### src/rtl/sgmii_port_deinterleaver.sv
// rtl/sgmii_port_deinterleaver.sv - K28.1-locked port de-interleaver for QSGMII-style RX links
// Optional per-port error counters enabled by SGMII_DEINTERLEAVE_ERRCNT_EN.
module sgmii_port_deinterleaver #(
    parameter int  NUM_PORTS    = 4,
    parameter int  LOCK_COUNT   = 4,
    parameter int  UNLOCK_COUNT = 8,
    localparam int LW           = $clog2(NUM_PORTS)
) (
    input  logic                   rx_clk,
    input  logic                   rx_rst,
    input  logic                   rx_data_valid,
    input  logic [NUM_PORTS-1:0]   rx_data_is_ctl,
    input  logic [8*NUM_PORTS-1:0] rx_data,
    input  logic [NUM_PORTS-1:0]   rx_disparity_err,
    input  logic [NUM_PORTS-1:0]   rx_symbol_err,
    output logic                   sgmii_rx_data_valid,
    output logic [NUM_PORTS-1:0]   sgmii_rx_data_is_ctl,
    output logic [8*NUM_PORTS-1:0] sgmii_rx_data,
    output logic [NUM_PORTS-1:0]   sgmii_rx_disparity_err,
    output logic [NUM_PORTS-1:0]   sgmii_rx_symbol_err,
    output logic                   locked,
    output logic [LW-1:0]          lock_lane
`ifdef SGMII_DEINTERLEAVE_ERRCNT_EN
    ,
    input  logic                    err_count_clear,
    output logic [16*NUM_PORTS-1:0] port_err_count
`endif
);

    typedef enum logic [1:0] {
        ST_UNLOCKED,
        ST_LOCKING,
        ST_LOCKED
    } state_t;

    state_t state_q, state_d;
    logic [3:0]    cand_q, cand_d;
    logic [3:0]    cnt_q, cnt_d;
    logic [3:0]    miss_q, miss_d;
    logic [LW-1:0] lane_q, lane_d;

    logic [NUM_PORTS-1:0] marker;
    logic [4:0]           n_marker;
    logic [LW-1:0]        marker_lane;
    logic [3:0]           marker_lane4;
    logic                 single_mk;
    logic                 multi_mk;

    logic                   valid_q, valid_d;
    logic [NUM_PORTS-1:0]   ctl_q, ctl_d;
    logic [8*NUM_PORTS-1:0] data_q, data_d;
    logic [NUM_PORTS-1:0]   derr_q, derr_d;
    logic [NUM_PORTS-1:0]   serr_q, serr_d;
    logic [LW-1:0]          src [NUM_PORTS];

    always_comb begin
        marker      = '0;
        n_marker    = '0;
        marker_lane = '0;
        for (int i = 0; i < NUM_PORTS; i++) begin
            marker[i] = rx_data_is_ctl[i] && (rx_data[8*i +: 8] == 8'h3c);
            if (marker[i]) begin
                n_marker    = n_marker + 5'd1;
                marker_lane = LW'(i);
            end
        end
    end

    assign marker_lane4 = {{(4-LW){1'b0}}, marker_lane};
    assign single_mk    = (n_marker == 5'd1);
    assign multi_mk     = (n_marker > 5'd1);

    always_comb begin
        state_d = state_q;
        cand_d  = cand_q;
        cnt_d   = cnt_q;
        miss_d  = miss_q;
        lane_d  = lane_q;
        if (rx_data_valid) begin
            case (state_q)
                ST_UNLOCKED: begin
                    if (single_mk) begin
                        cand_d = marker_lane4;
                        cnt_d  = 4'd1;
                        if (LOCK_COUNT == 1) begin
                            state_d = ST_LOCKED;
                            lane_d  = marker_lane;
                            miss_d  = 4'd0;
                        end else begin
                            state_d = ST_LOCKING;
                        end
                    end
                end
                ST_LOCKING: begin
                    if (multi_mk) begin
                        state_d = ST_UNLOCKED;
                    end else if (single_mk && marker_lane4 == cand_q) begin
                        cnt_d = cnt_q + 4'd1;
                        if (cnt_q + 4'd1 == 4'(LOCK_COUNT)) begin
                            state_d = ST_LOCKED;
                            lane_d  = cand_q[LW-1:0];
                            miss_d  = 4'd0;
                        end
                    end else if (single_mk) begin
                        cand_d = marker_lane4;
                        cnt_d  = 4'd1;
                    end
                end
                ST_LOCKED: begin
                    if (single_mk && marker_lane == lane_q) begin
                        miss_d = 4'd0;
                    end else if (single_mk || multi_mk) begin
                        // lock_lane is deliberately kept on unlock; only reset clears it
                        if (miss_q + 4'd1 == 4'(UNLOCK_COUNT)) begin
                            state_d = ST_UNLOCKED;
                            miss_d  = 4'd0;
                        end else begin
                            miss_d = miss_q + 4'd1;
                        end
                    end
                end
                default: state_d = ST_UNLOCKED;
            endcase
        end
    end

    // Rotation uses the pre-update lane so a new lock applies from the next word.
    always_comb begin
        valid_d = rx_data_valid && (state_q == ST_LOCKED);
        ctl_d   = '0;
        data_d  = '0;
        derr_d  = '0;
        serr_d  = '0;
        for (int i = 0; i < NUM_PORTS; i++) begin
            src[i]           = LW'(i) + lane_q;
            data_d[8*i +: 8] = rx_data[8*int'(src[i]) +: 8];
            ctl_d[i]         = rx_data_is_ctl[src[i]];
            derr_d[i]        = rx_disparity_err[src[i]];
            serr_d[i]        = rx_symbol_err[src[i]];
        end
        if (marker[src[0]]) begin
            data_d[7:0] = 8'hbc;
            ctl_d[0]    = 1'b1;
        end
    end

`ifdef SGMII_DEINTERLEAVE_ERRCNT_EN
    logic [16*NUM_PORTS-1:0] errcnt_q, errcnt_d;

    always_comb begin
        errcnt_d = errcnt_q;
        for (int i = 0; i < NUM_PORTS; i++) begin
            if (err_count_clear) begin
                errcnt_d[16*i +: 16] = 16'h0000;
            end else if (valid_d && (derr_d[i] || serr_d[i]) &&
                         errcnt_q[16*i +: 16] != 16'hffff) begin
                errcnt_d[16*i +: 16] = errcnt_q[16*i +: 16] + 16'd1;
            end
        end
    end

    always_ff @(posedge rx_clk) begin
        if (rx_rst) begin
            errcnt_q <= '0;
        end else begin
            errcnt_q <= errcnt_d;
        end
    end

    assign port_err_count = errcnt_q;
`endif

    always_ff @(posedge rx_clk) begin
        if (rx_rst) begin
            state_q <= ST_UNLOCKED;
            cand_q  <= '0;
            cnt_q   <= '0;
            miss_q  <= '0;
            lane_q  <= '0;
            valid_q <= 1'b0;
            ctl_q   <= '0;
            data_q  <= '0;
            derr_q  <= '0;
            serr_q  <= '0;
        end else begin
            state_q <= state_d;
            cand_q  <= cand_d;
            cnt_q   <= cnt_d;
            miss_q  <= miss_d;
            lane_q  <= lane_d;
            valid_q <= valid_d;
            ctl_q   <= ctl_d;
            data_q  <= data_d;
            derr_q  <= derr_d;
            serr_q  <= serr_d;
        end
    end

    assign sgmii_rx_data_valid    = valid_q;
    assign sgmii_rx_data_is_ctl   = ctl_q;
    assign sgmii_rx_data          = data_q;
    assign sgmii_rx_disparity_err = derr_q;
    assign sgmii_rx_symbol_err    = serr_q;
    assign locked                 = (state_q == ST_LOCKED);
    assign lock_lane              = lane_q;

endmodule
### config.mk
export PLATFORM = sky130hd
export DESIGN_NAME = sgmii_port_deinterleaver
export DESIGN_NICKNAME = d
export VERILOG_FILES = /design/src/rtl/sgmii_port_deinterleaver.sv
export SDC_FILE = /design/constraint.sdc
export NUM_CORES = 1
export LEC_CHECK = 0
export ABC_AREA = 1
export CORE_ASPECT_RATIO = 0.8
export CORE_UTILIZATION = 44
export CTS_BUF_LIST = sky130_fd_sc_hd__clkbuf_4 sky130_fd_sc_hd__clkbuf_8 sky130_fd_sc_hd__clkbuf_16
export CTS_CLUSTER_SIZE = 20
export DETAILED_ROUTE_END_ITERATION = 10
export PLACE_DENSITY = 0.77
export SETUP_SLACK_MARGIN = 0.2
export SLEW_MARGIN = 20
export SYNTH_ARGS = -nofsm -noshare
export SYNTH_HDL_FRONTEND = slang
export SYNTH_SLANG_ARGS = --single-unit
### constraint.sdc
create_clock -name rx_clk -period 2.6 [get_ports rx_clk]
set_clock_uncertainty 0.05 [all_clocks]
set_input_delay 0.52 -clock rx_clk [delete_from_list [all_inputs] [get_ports rx_clk]]
set_output_delay 0.52 -clock rx_clk [all_outputs]
set_load 0.02 [all_outputs]
# After elaboration in Yosys (flattened, before gate mapping)

Index checks and enable logic that the tools add are counted.

Register bits: 61
Input bits: 47
Word-level logic and storage cells: 126
Output and inout port bits: 48

Shift operators: 4
Reduce and logical (&&, ||, !) cells: 17
Bitwise operators: 1
Magnitude comparators: 5
Mux-type cells: 58
Eq/ne operators: 22
$add $sub $neg: 8

Operator list:

| kind                                                                             | count |
|---|---|
| 32-bit by 6-bit variable part select with 8-bit output                           | 4 |
| 4-bit two-way mux                                                                | 12 |
| 8-bit by 6-bit equality test with 1-bit output (second input constant)           | 4 |
| 1-bit binary-select mux with 2-bit select                                        | 13 |
| 4-bit one-hot mux with 2 select lines                                            | 3 |
| 2-bit two-way mux                                                                | 9 |
| 1-bit two-way mux                                                                | 16 |
| 5-bit by 1-bit adder with 5-bit output (second input constant)                   | 3 |
| 5-bit two-way mux                                                                | 3 |
| 2-bit by 3-bit < comparator with 1-bit output (second input constant)            | 4 |
| 2-bit inequality test (second input constant)                                    | 6 |
| 4-bit by 1-bit adder with 4-bit output (second input constant)                   | 2 |
| 8-bit two-way mux                                                                | 1 |
| 1-bit logical AND                                                                | 7 |
| 7-bit AND reduction                                                              | 1 |
| 3-bit inequality test (second input constant)                                    | 2 |
| 2-bit one-hot mux with 3 select lines                                            | 1 |
| 6-bit AND reduction                                                              | 1 |
| 5-bit by 1-bit equality test with 1-bit output (second input constant)           | 1 |
| 5-bit by 1-bit greater-than comparator with 1-bit output (second input constant) | 1 |
| 5-bit AND reduction                                                              | 1 |
| 2-bit adder (first input constant)                                               | 2 |
| 2-bit by 4-bit equality test with 1-bit output                                   | 1 |
| 4-bit by 3-bit equality test with 1-bit output (second input constant)           | 1 |
| 14 further kinds                                                                 | 16 |

# Logic depth before layout (Yosys ltp)

Depth after elaboration: 14
Mapped depth: 20
Gate-level depth less buffers: 20

# Least setup slack after synthesis

Ideal clock, no wire load.

Path kind: input to register
Start: input rx_data[0]
End: register lane_q[1] (netlist: lock_lane[1])
Cell stages on the path: 14
Library setup time: 133 ps
Data required time: 2417 ps
Path slack: 120 ps
Arrival: 2298 ps
Buffers on the path: 0
Path through: inv_1 > nand2_1 > nor2_1 > nand3_1 > ha_1 > nand4_4 > nand2_4 > nand2_4 > a21oi_4 > nand4_4 > nor2_8 > nand2_2 > o21ai_0 > a21oi_1

Longest elaborated chain between the ends: 12
Elaborated cells on any way between the ends: 14
Classes of those cells: add/sub: 3; order compare: 1; eq/ne: 2; mux: 4; bitwise: 1; reduce/logical: 3

RTL lines:

| what                                                                                                                              | line   | source |
|---|---|---|
| start: declaration                                                                                                                | 13     | `input logic [8*NUM_PORTS-1:0] rx_data,` |
| 8-bit by 6-bit equality test with 1-bit output *                                                                                  | 61     | `marker[i] = rx_data_is_ctl[i] && (rx_data[8*i +: 8] == 8'h3c);` |
| 1-bit logical AND *                                                                                                               | 61     |  |
| 1-bit two-way mux *                                                                                                               | 62     | `if (marker[i]) begin` |
| 5-bit by 1-bit adder with 5-bit output                                                                                            | 63     | `n_marker = n_marker + 5'd1;` |
| 5-bit two-way mux *                                                                                                               | 62     |  |
| 5-bit by 1-bit adder with 5-bit output                                                                                            | 63     |  |
| 5-bit two-way mux *                                                                                                               | 62     |  |
| 5-bit by 1-bit adder with 5-bit output                                                                                            | 63     |  |
| 5-bit two-way mux *                                                                                                               | 62     |  |
| 5-bit by 1-bit greater-than comparator with 1-bit output / 5-bit by 1-bit equality test with 1-bit output (equally long branches) | 71, 70 |  |
| 1-bit inverter (no source line) / 1-bit logical AND (equally long branches)                                                       | n/a    |  |
| 5-bit AND reduction (no source line) *                                                                                            | n/a    |  |
| end signal: assignment                                                                                                            | 190    | `lane_q <= lane_d;` |
| end: declaration                                                                                                                  | 40     | `logic [LW-1:0] lane_q, lane_d;` |

Mark *: on every way between the ends. The rest lies on a longest branch, timed or not.
A chain may end at the register's enable or synchronous reset.

# Worst setup path after layout

Start: input rx_data[2]
End: register lane_q[1] (netlist: lock_lane[1])

Same word-level chain as after synthesis.

==> impl_metrics.tcl <==
set metrics [dict create \
    place_hpwl_mm 8.151 \
    layout_setup_ws_ns 0.2352 \
    drive_gt1_share_pct 25.43 \
    crit_path_end_kind "flip-flop" \
    htreeDepth 3 \
    rows 28 \
    syn_area_per_cell_um2 6.444 \
    layout_common_cells "143 x nand2_1, 65 x buf_4, 61 x clkdlybuf4s50_1" \
    place_area_um2 4906 \
    syn_to_final_growth_pct 53.70 \
    p_per_area_nw_per_um2 430.3 \
    fin_util_pct 71.79 \
    peakVddDrop_mv 0.2799 \
    antenna_left 0 \
    place_ws_ns -0.5706 \
    grt_max_degree 58 \
    stdcell_area_um2 5458 \
    drt-initial-drc-count 296 \
    yosysSeqAreaShare_pct 33.26 \
    hold_class "flip-flop to flip-flop" \
    clk_pin_slew_ns 0.07 \
    cap_viol_max_count 0 \
    avgRoutedWirePerCell_um 15.23 \
    antenna_found_initial 0 \
    status "complete, no violations" \
    layout_commonest_cell "nand2_1" \
    slew_violations 0 \
    die_y_um 82.35 \
    cellLeakagePower_nw 2.616 \
    post-route-min-period_ns 2.365 \
    seq_area_um2 1181 \
    vias 4360 \
    drt-pass1-iter-count 5 \
    postCtsHoldBufs 0 \
    diodes 0 \
    min-delay-start "cnt_q[3]" \
    r2r_slack_ns 0.61 \
    dp.cells 772 \
    track_usage_pct 28.24 \
    yosysUniqueCellTypes 38 \
    post-route-period-util_pct 90.96 \
    initial_core_util_pct 46.71 \
    gp_congestion 0.9026 \
    cts.sinks 59 \
    max_freq_ghz 0.4229 \
    rr_endpoint "sgmii_rx_data[29]" \
    tightest_slew_ns 0.7472 \
    cts_tree "done" \
    whs_endpoint "cnt_q[3]" \
    arrival_ns 2.52 \
    synth_warnings 0 \
    cts_max_path_buffers 2 \
    ff2ff_path_depth 6 \
    synthCells 551 \
    stdcell_count 809 \
    rsz0062_at_grt "yes" \
    via_per_inst 5.389 \
    io_pins 95 \
    synth_area_um2 3551 \
    grt_pass1_wl_mm 18.06 \
    multi_input_area_um2 2298 \
    syn-num-nets 605 \
    yosys_register_bits 59 \
    die_area_um2 8436 \
    critical_path_class "input port to flip-flop" \
    port_buffers 94 \
    final_hold_viol_count 0 \
    nFillCells 572 \
    setup_viol 0 \
    path_max_fanout 7 \
    final.setup.tns_ns 0 \
    rr_startpoint "lock_lane[0]" \
    wirelength_mm 12.32 \
    drc 0 \
    cts_root_buf "clkbuf_8" \
    numCtsBuffers 9 \
    clk_latency_ns 0.34 \
    die_w_um 102.4 \
    grt-ovfl-total 0 \
    grt_pass1_vias 3879 \
    start_kind "input port" \
    timing.slew.headroom_pct 50.13 \
    nets 754 \
    coreArea_um2 7602 \
    holdPathStages 2 \
    worst_ep_required_time_ns 2.75 \
]
## cells in the mapped netlist (all sizes together)
| library cell | number | share of area (%) |
|---|---|---|
| xor2 | 2 | 0.49 |
| nand4 | 5 | 1.7 |
| dfxtp | 59 | 33 |
| or2 | 3 | 0.53 |
| a31oi | 1 | 0.18 |
| nor3b | 1 | 0.21 |
| nor3 | 5 | 0.85 |
| nor4 | 1 | 0.18 |
| xnor2 | 1 | 0.25 |
| nand2 | 170 | 20 |
| o211ai | 1 | 0.21 |
| a221oi | 1 | 0.25 |
| inv | 56 | 5.9 |
| clkbuf | 21 | 2.2 |
| nand3 | 30 | 4.9 |
| a21oi | 41 | 6.1 |
| nor2 | 71 | 9.7 |
| buf | 3 | 0.35 |
| ha | 7 | 2.5 |
| o31ai | 1 | 0.21 |
| clkinv | 2 | 0.25 |
| o21ai | 64 | 9.0 |
| nand3b | 5 | 1.2 |
## state kept, by name, indices dropped and copies added, names as in the netlist
signal	count
cand_q	2
cnt_q	4
lock_lane	2
miss_q	4
sgmii_rx_data	32
sgmii_rx_data_is_ctl	4
sgmii_rx_data_valid	1
sgmii_rx_disparity_err	4
sgmii_rx_symbol_err	4
state_q	2
## final cells by class
cell class                      count  area share (%)
Inverter                           58           4.218
Sequential cell                    59           21.64
Tap cell                          105           2.407
Clock inverter                      5           1.009
Clock buffer                       10           2.407
Multi-Input combinational cell    410           42.11
Timing Repair Buffer              162           26.20
## kinds of logic after synthesis
logic type	after synthesis	synth area share, %
compound gates	109	15.96
fa+ha+maj	7	2.466
simple gates	291	38.83
xor+xnor	3	0.7401
flops	59	33.26
buf+inv	82	8.738
## report_power, final
group | internal (mW) | leakage [nW] | switching (mW)
registers | 0.953 | 0.488 | 0.0226
logic | 0.247 | 2.04 | 0.303
clock network | 0.444 | 0.0916 | 0.378
total | 1.64 | 2.62 | 0.704
## worst max-delay path, cell delays in order
cell	delay (ns)
buf_6	0.10
nand2_4	0.06
nor2_4	0.05
buf_4	0.13
buf_6	0.11
buf_6	0.11
nand2_4	0.07
nor2_4	0.05
ha_4	0.16
o21ai_2	0.06
nand2_2	0.08
a21oi_4	0.28
nand4_4	0.22
nor2_8	0.21
nand2_2	0.11
o21ai_2	0.13
a21oi_1	0.06
## metal layers
layer | vias up | part of all wire, % | global-route usage [%]
met3 | 54 | 7.4 | 5.303
met4 | 0 | 4.5 | 17.43
met1 | 2003 | 41 | 33.28
met2 | 248 | 47 | 47.87
li1 | 2055 | - | -
met5 | - | 0 | 0
## worst max-delay path by stage
stage | from | end | slack [ns] | cells past startpoint
after floorplan | rx_data[0] | lock_lane[1] | 0.17 | 14
after global placement | rx_data[2] | lock_lane[1] | -0.44 | 14
after detailed placement | rx_data[2] | lock_lane[0] | -0.57 | 14
after CTS | rx_data[0] | miss_q[2] | 0.21 | 18
after global routing | rx_data[15] | state_q[0] | 0.18 | 17
final | rx_data[2] | lock_lane[1] | 0.24 | 17
## per-stage QoR
step	hold WS (ns)	power, mW
2_1_floorplan	0.4017	1.245
3_3_place_gp	0.4146	1.483
3_5_place_dp	0.4271	1.496
4_1_cts	0.4366	2.320
5_1_grt	0.4506	2.441
6_report	0.4387	2.348
## timing repair
action	4_1_cts	5_1_grt
setup buffers	17	5
hold endpoints to repair	0	0
setup endpoints to repair	14	14
pin swaps	32	40
resized for setup	89	66
gates cloned	0	0
No activity file was read; power rests on OpenSTA's default activity.
